### src/rtl/instr_prefetch_queue.sv
// Instruction prefetch queue: assembles 16-bit instructions from a byte-wide,
// 1-cycle-latency program memory and buffers them with their PC for the core.
module instr_prefetch_queue #(
    parameter int                ADDR_W   = 8,
    parameter int                DEPTH    = 4,
    parameter logic [ADDR_W-1:0] RESET_PC = '0
) (
    input  logic                     clk,
    input  logic                     rst,
    output logic                     mem_rd,
    output logic [ADDR_W-1:0]        mem_addr,
    input  logic [7:0]               mem_rdata,
    output logic [15:0]              instr_out,
    output logic [ADDR_W-1:0]        instr_pc,
    output logic                     instr_valid,
    input  logic                     instr_ready,
    input  logic                     redirect,
    input  logic [ADDR_W-1:0]        redirect_pc,
    output logic [$clog2(DEPTH):0]   count
);

    localparam int PW = $clog2(DEPTH);
    localparam int CW = PW + 1;

    typedef enum logic {HI, LO} state_t;

    state_t              state, state_next;
    logic [ADDR_W-1:0]   fetch_ptr;
    logic [ADDR_W-1:0]   lo_pc;
    logic                reserved;
    logic                rd_pending;
    logic                rd_lo;
    logic [7:0]          hi_reg;
    logic [15:0]         instr_mem [DEPTH];
    logic [ADDR_W-1:0]   pc_mem    [DEPTH];
    logic [PW-1:0]       rd_ptr, wr_ptr;
    logic                space_ok, issue_hi, issue_lo, push, pop;

    // A slot is reserved for the instruction in flight so a push can never hit a full FIFO.
    assign space_ok    = (count + CW'(reserved)) < CW'(DEPTH);
    assign instr_valid = (count != '0);
    assign push        = rd_pending && rd_lo && !redirect;
    assign pop         = instr_valid && instr_ready && !redirect;
    assign instr_out   = instr_valid ? instr_mem[rd_ptr] : '0;
    assign instr_pc    = instr_valid ? pc_mem[rd_ptr]    : '0;

    always_ff @(posedge clk) begin
        if (rst) state <= HI;
        else     state <= state_next;
    end

    always_comb begin
        state_next = state;
        mem_rd     = 1'b0;
        mem_addr   = '0;
        issue_hi   = 1'b0;
        issue_lo   = 1'b0;
        if (redirect) begin
            state_next = HI;
        end else if (!rst) begin
            case (state)
                HI: begin
                    if (space_ok) begin
                        mem_rd     = 1'b1;
                        mem_addr   = fetch_ptr;
                        issue_hi   = 1'b1;
                        state_next = LO;
                    end
                end
                LO: begin
                    mem_rd     = 1'b1;
                    mem_addr   = fetch_ptr + ADDR_W'(1);
                    issue_lo   = 1'b1;
                    state_next = HI;
                end
                default: ;
            endcase
        end
    end

    // Clearing rd_pending on rst/redirect is what discards any byte still returning.
    always_ff @(posedge clk) begin
        if (rst) begin
            fetch_ptr  <= RESET_PC;
            lo_pc      <= '0;
            reserved   <= 1'b0;
            rd_pending <= 1'b0;
            rd_lo      <= 1'b0;
            hi_reg     <= '0;
            rd_ptr     <= '0;
            wr_ptr     <= '0;
            count      <= '0;
        end else if (redirect) begin
            fetch_ptr  <= redirect_pc & ~ADDR_W'(1);
            reserved   <= 1'b0;
            rd_pending <= 1'b0;
            rd_lo      <= 1'b0;
            rd_ptr     <= '0;
            wr_ptr     <= '0;
            count      <= '0;
        end else begin
            rd_pending <= mem_rd;
            rd_lo      <= issue_lo;
            if (issue_lo) begin
                fetch_ptr <= fetch_ptr + ADDR_W'(2);
                lo_pc     <= fetch_ptr;
            end
            if (rd_pending && !rd_lo)
                hi_reg <= mem_rdata;
            if (issue_hi)
                reserved <= 1'b1;
            else if (push)
                reserved <= 1'b0;
            if (push)
                wr_ptr <= wr_ptr + PW'(1);
            if (pop)
                rd_ptr <= rd_ptr + PW'(1);
            case ({push, pop})
                2'b10:   count <= count + CW'(1);
                2'b01:   count <= count - CW'(1);
                default: count <= count;
            endcase
        end
    end

    always_ff @(posedge clk) begin
        if (!rst && push) begin
            instr_mem[wr_ptr] <= {hi_reg, mem_rdata};
            pc_mem[wr_ptr]    <= lo_pc;
        end
    end

endmodule

### config.mk
export PLATFORM = sky130hd
export DESIGN_NAME = instr_prefetch_queue
export DESIGN_NICKNAME = d
export VERILOG_FILES = /design/src/rtl/instr_prefetch_queue.sv
export SDC_FILE = /design/constraint.sdc
export NUM_CORES = 1
export LEC_CHECK = 0
export ABC_AREA = 0
export BUFFER_PORTS_ARGS = -buffer_cell sky130_fd_sc_hd__buf_2
export CAP_MARGIN = 20
export CORE_MARGIN = 3
export CORE_UTILIZATION = 42
export CTS_BUF_LIST = sky130_fd_sc_hd__clkbuf_4
export CTS_CLUSTER_DIAMETER = 60
export DETAILED_ROUTE_END_ITERATION = 8
export PLACE_DENSITY_LB_ADDON = 0.2
export SKIP_LAST_GASP = 1
export SLEW_MARGIN = 20
export SYNTH_ARGS = -nofsm -noshare
export SYNTH_HDL_FRONTEND = slang
export SYNTH_SLANG_ARGS = --single-unit
### constraint.sdc
create_clock -name clk -period 2.5 [get_ports clk]
set_clock_uncertainty 0.2 [all_clocks]
set_input_delay 0.375 -clock clk [delete_from_list [all_inputs] [get_ports clk]]
set_output_delay 0.375 -clock clk [all_outputs]
set_load 0.03 [all_outputs]
After elaboration in Yosys (flattened, before gate mapping):

Memory sizes are Yosys's and may differ from the RTL's. A register that Yosys moved wholly into a read port is not among the register bits.
Cells that the tools add are included.

* add/sub/neg operators: 7
* magnitude comparators: 1
* equality and inequality tests: 2
* multiplexer cells: 28
* bitwise logic cells: 2
* reductions and logical operators: 16

Operators by type and width (count)
* two-way mux 8 bit: 6
* two-way mux 16 bit: 1
* one-hot mux 8 bit (2 select lines): 1
* two-way mux 1 bit: 13
* adder 8 x 1 -> 8 bit, second input constant: 1
* adder 8 x 2 -> 8 bit, second input constant: 1
* two-way mux 2 bit: 4
* logical AND 1 bit: 6
* one-hot mux 3 bit (2 select lines): 1
* nonzero test 2 bit: 3
* adder 2 x 1 -> 2 bit, second input constant: 2
* one-hot mux 1 bit (2 select lines): 2
* AND reduction 2 bit: 2
* adder 3 x 1 -> 3 bit: 1
* adder 3 x 1 -> 3 bit, second input constant: 1
* logical NOT 1 bit: 3
* less-than comparator 3 bit, second input constant: 1
* nonzero test 3 bit: 1
* subtractor 3 x 1 -> 3 bit, second input constant: 1
* == test 2 x 1 -> 1 bit, second input constant: 1
* == test 2 bit, second input constant: 1
* inverter 1 bit: 2
* OR reduction 2 bit: 1

* flip-flop bits (word level): 35
* RAM bits: 96
* input port bits: 20
* output and inout bits: 37
* logic and storage cells: 69
* memories kept: 2

Memory list
* instr_mem: depth 4, bits a word 16, rd ports 1, clocked after memory_dff 1, wr ports 1, line 34 `logic [15:0] instr_mem [DEPTH];`
* pc_mem: depth 4, bits a word 8, rd ports 1, clocked after memory_dff 1, wr ports 1, line 35 `logic [ADDR_W-1:0] pc_mem [DEPTH];`

Logic depth before layout (Yosys ltp):

* word-level depth: 7
* gate-level depth with buffers: 10

Worst setup path after synthesis:

Ideal clock, no wire load.

* kind: register to output
* start point: register count[0]
* end point: output mem_addr[1]
* arrival time: 1.772 ns
* path slack: 0.153 ns
* stages on the path, launching flop included: 5
* path buffers: 1
* cells stage by stage: dfxtp_1 nand3_1 xnor2_1 buf_2 o21ai_0

* word-level cells in the longest chain between the ends: 6

Ends and longest elaborated chain
* from (decl): line 19 `output logic [$clog2(DEPTH):0] count`
* from (signal assigned): line 119 `2'b10: count <= count + CW'(1);`
* from (signal assigned): line 120 `2'b01: count <= count - CW'(1);`
* from (signal assigned): line 121 `default: count <= count;`
* adder 3 x 1 -> 3 bit: line 40 `assign space_ok = (count + CW'(reserved)) < CW'(DEPTH);`
* less-than comparator 3 bit: line 40
* two-way mux 8 bit: line 63 `if (space_ok) begin`
* one-hot mux 8 bit (2 select lines): line 61 `case (state)`
* two-way mux 8 bit: line 60 `end else if (!rst) begin`
* two-way mux 8 bit: line 58 `if (redirect) begin`
* to (decl): line 11 `output logic [ADDR_W-1:0] mem_addr,`

Every way passes these cells.

==> impl_metrics.tcl <==
set metrics [dict create \
    outcome "finished with violations" \
    violations_in_the_final_reports "setup timing" \
    io_pins 57 \
    port_buffers 54 \
    timing.critical_path.from_type "flop" \
    critPathTopFamily "multiplexers" \
    grt_max_degree 25 \
    netSwitchingPower_uw 895.3 \
    antenna_found_initial 0 \
    cellInternalPower_mw 3.137 \
    ir_worst_vdd_mv 0.3735 \
    finalCoreUtilization_pct 53.24 \
    sequentialPowerShare_pct 56.6 \
    worst-r2r-setup-slack_ns 0.16 \
    clock_tree.root_cell "sky130_fd_sc_hd__clkbuf_4" \
    totalWireLength_mm 9.465 \
    yosysWarningCount 0 \
    core_area_um2 11610 \
    mostFrequentLayoutCells "92 x sky130_fd_sc_hd__edfxtp_1, 36 x sky130_fd_sc_hd__buf_2, 33 x sky130_fd_sc_hd__dfxtp_1, 32 x sky130_fd_sc_hd__buf_4, 25 x sky130_fd_sc_hd__nand2_1" \
    yosys.area.top_type_share_pct 54.29 \
    layout-drive-gt1-share_pct 31.94 \
    final_period_minus_worst_setup_slack_ns 2.513 \
    drt_iter0_drc 117 \
    static-leakage-power_nw 2.210 \
    yosysSeqAreaShare_pct 68.06 \
    drtAntennaViolNets 0 \
    clkLatencyLatePin_ns 0.50 \
    flow.area_growth_from_synthesis_pct 21.51 \
    largest_register_ffs 64 \
    finalWorstSetupSlack_ns -0.01339 \
    ctsHtreeMaxLevel 4 \
    insertedDiodeCount 0 \
    critical_path.n_buffers_inverters 2 \
    timing.critical_path.fanout_max 6 \
    floorplan.rows 39 \
    synth-seq-cells 127 \
    route.vias.total 2850 \
    synth_enable_flop_cells 92 \
    drc 0 \
    combPwrFrac_pct 3.5 \
    switching_fraction_of_total_power_pct 22.20 \
    wl_per_cell_um 16.46 \
    maxCapViolCount 0 \
    number_of_global_route_vias_before_repair 2872 \
    tns_ns -0.02349 \
    num-nets-final 446 \
    timing.hold.ws_ns 0.04101 \
    final_cell_area_excluding_filler_cells_um2 6183 \
    global_route_wire_length_before_repair_mm 14.96 \
    ys.flop_type "sky130_fd_sc_hd__edfxtp_1" \
    drt-pass1-iter-count 5 \
    place_hpwl_mm 5.441 \
    final.period_utilization_pct 100.5 \
    synthDominantAreaCellType "sky130_fd_sc_hd__edfxtp_1" \
    cts_setup_buffers 0 \
    cellPowerDensity_nw_per_um2 652.1 \
    groute.usage.overall_pct 15.14 \
    die-area_um2 13470 \
    clock_sink_count 127 \
    place.gp.congestion 0.7838 \
    cts_tree "built" \
    critical_path.endpoint_type "output pin" \
    worstPathCellList "clkbuf_16 -> mux4_2 -> nor2b_1 -> buf_4" \
    seq_area_um2 3468 \
    achievable-frequency_mhz 397.9 \
    floorplan.initialDensity_pct 43.82 \
    multi_input_area_um2 1504 \
    synth_area_leaders "sky130_fd_sc_hd__edfxtp_1 54%, sky130_fd_sc_hd__dfxtp_1 14%, sky130_fd_sc_hd__mux4_2 10%" \
    hold_viol_final 0 \
    die_height_um 116.1 \
    synth-async-reset-ratio_pct 0 \
    layoutNonFillerInstCount 575 \
    dp_cells 523 \
    synthesis.area_um2 5089 \
    clock_power_share_pct 39.8 \
    placement.cell_area_um2 5553 \
    final_common_cell "sky130_fd_sc_hd__edfxtp_1" \
    layout.filler_cells 989 \
    cp_slowest_stage_delay_ns 0.50 \
    drv_slew 0 \
    fp.dieW_um 116.1 \
    rsz0062_at_grt "true" \
    hold_class "in2reg" \
    setup.worst_path.class "reg2out" \
    cts_buffer_depth 2 \
    timing.final.setup_violations 5 \
    mean_syn_cell_area_um2 15.33 \
    cp_data_arrival_time_ns 1.94 \
    critical_path_required_time_ns 1.92 \
    drt-vias-per-instance 4.957 \
    critical-path-slowest-cell "sky130_fd_sc_hd__mux4_2" \
    global_route.overflow_total 0 \
    synth.lib_cells_used.distinct 36 \
    cts-buffers-inserted 17 \
    post_synth_inst_count 332 \
    clkTransAtPathRegs_ns 0.11 \
    net_count_after_synthesis 359 \
]
-- worst register-to-register path: cells and delay by family (launching register included) --
| family | cells | cell delay (ns) |
|---|---|---|
| buf+inv | 1 | 0.07 |
| flops | 1 | 0.49 |
| fa+ha+maj | 2 | 0.58 |
| simple gates | 2 | 0.43 |
| compound gates | 2 | 0.34 |
| xor+xnor | 1 | 0.16 |
-- per-layer routing --
layer  vias up  part of all wire [%]  GRT usage (%)
met5         -                     0              0
met4         0                  0.85          4.176
met3         7                   5.4          5.483
met2        75                    48          24.28
met1      1367                    46          19.63
li1       1401                     -              -
-- synth_stat cells, drive strengths merged (2+ instances only) --
| master | instances |
|---|---|
| edfxtp | 92 |
| dfxtp | 35 |
| nand2 | 25 |
| mux4 | 23 |
| nor2b | 23 |
| nor2 | 22 |
| o21ai | 16 |
| buf | 14 |
| mux2i | 8 |
| xor2 | 8 |
| clkbuf | 7 |
| inv | 7 |
| nand2b | 7 |
| a21oi | 6 |
| ha | 6 |
| and3 | 4 |
| a211oi | 3 |
| nor3b | 3 |
| or3 | 3 |
| a311oi | 2 |
| nand3 | 2 |
| nand4 | 2 |
| nor3 | 2 |
| o21bai | 2 |
| o31ai | 2 |
| xnor2 | 2 |
-- power by group through the flow --
| stage | registers, mW | logic [mW] | clock network [mW] |
|---|---|---|---|
| final | 2.28 | 0.142 | 1.61 |
| after global placement | 2.33 | 0.115 | 0 |
| after global routing | 2.29 | 0.159 | 1.75 |
| after CTS | 2.28 | 0.139 | 1.65 |
| after detailed placement | 2.33 | 0.117 | 0 |
| after floorplan | 2.33 | 0.0762 | 0 |
-- cell type report --
type	instances	area share, %
well taps	143	2.894
inverters	7	0.4249
clock buffers	17	2.064
multi-input cells	177	24.32
clock inverters	15	3.318
flip-flops and latches	127	56.09
repair buffers	89	10.89
-- per-stage QoR --
step                      total power, mW  setup slack (ns)
after global placement              2.447            0.3097
after CTS                           4.073          -0.08252
after detailed placement            2.450            0.1498
final                               4.032          -0.01339
after floorplan                     2.403            0.1532
after global routing                4.192           -0.1331
-- timing repair --
action                                  CTS  global route
hold endpoints to repair                 48             0
gates resized for setup                   5            41
endpoints found under the setup margin   27            30
hold buffers                             18             0
cloned                                    1             1
-- logic make-up after synthesis --
| kind of cell | share of synthesized area, % |
|---|---|
| xor gates and xnor gates | 1.721 |
| adders and majority gates | 1.869 |
| AOI/OAI and AO/OA | 3.713 |
| buffers and inverters | 2.803 |
| other | 0.07369 |
| DFF | 68.06 |
| and+or+nand+nor | 9.786 |
| muxes | 11.97 |
-- final timing paths --
check | depth (start not counted) | to | from
max | 4 | instr_pc[1] | flop
min | 2 | fetch_ptr[2] | rst
max reg2reg | 8 | count[2] | count[2]
min reg2reg | 2 | reserved | reserved
No activity file was read; power rests on OpenSTA's default activity.
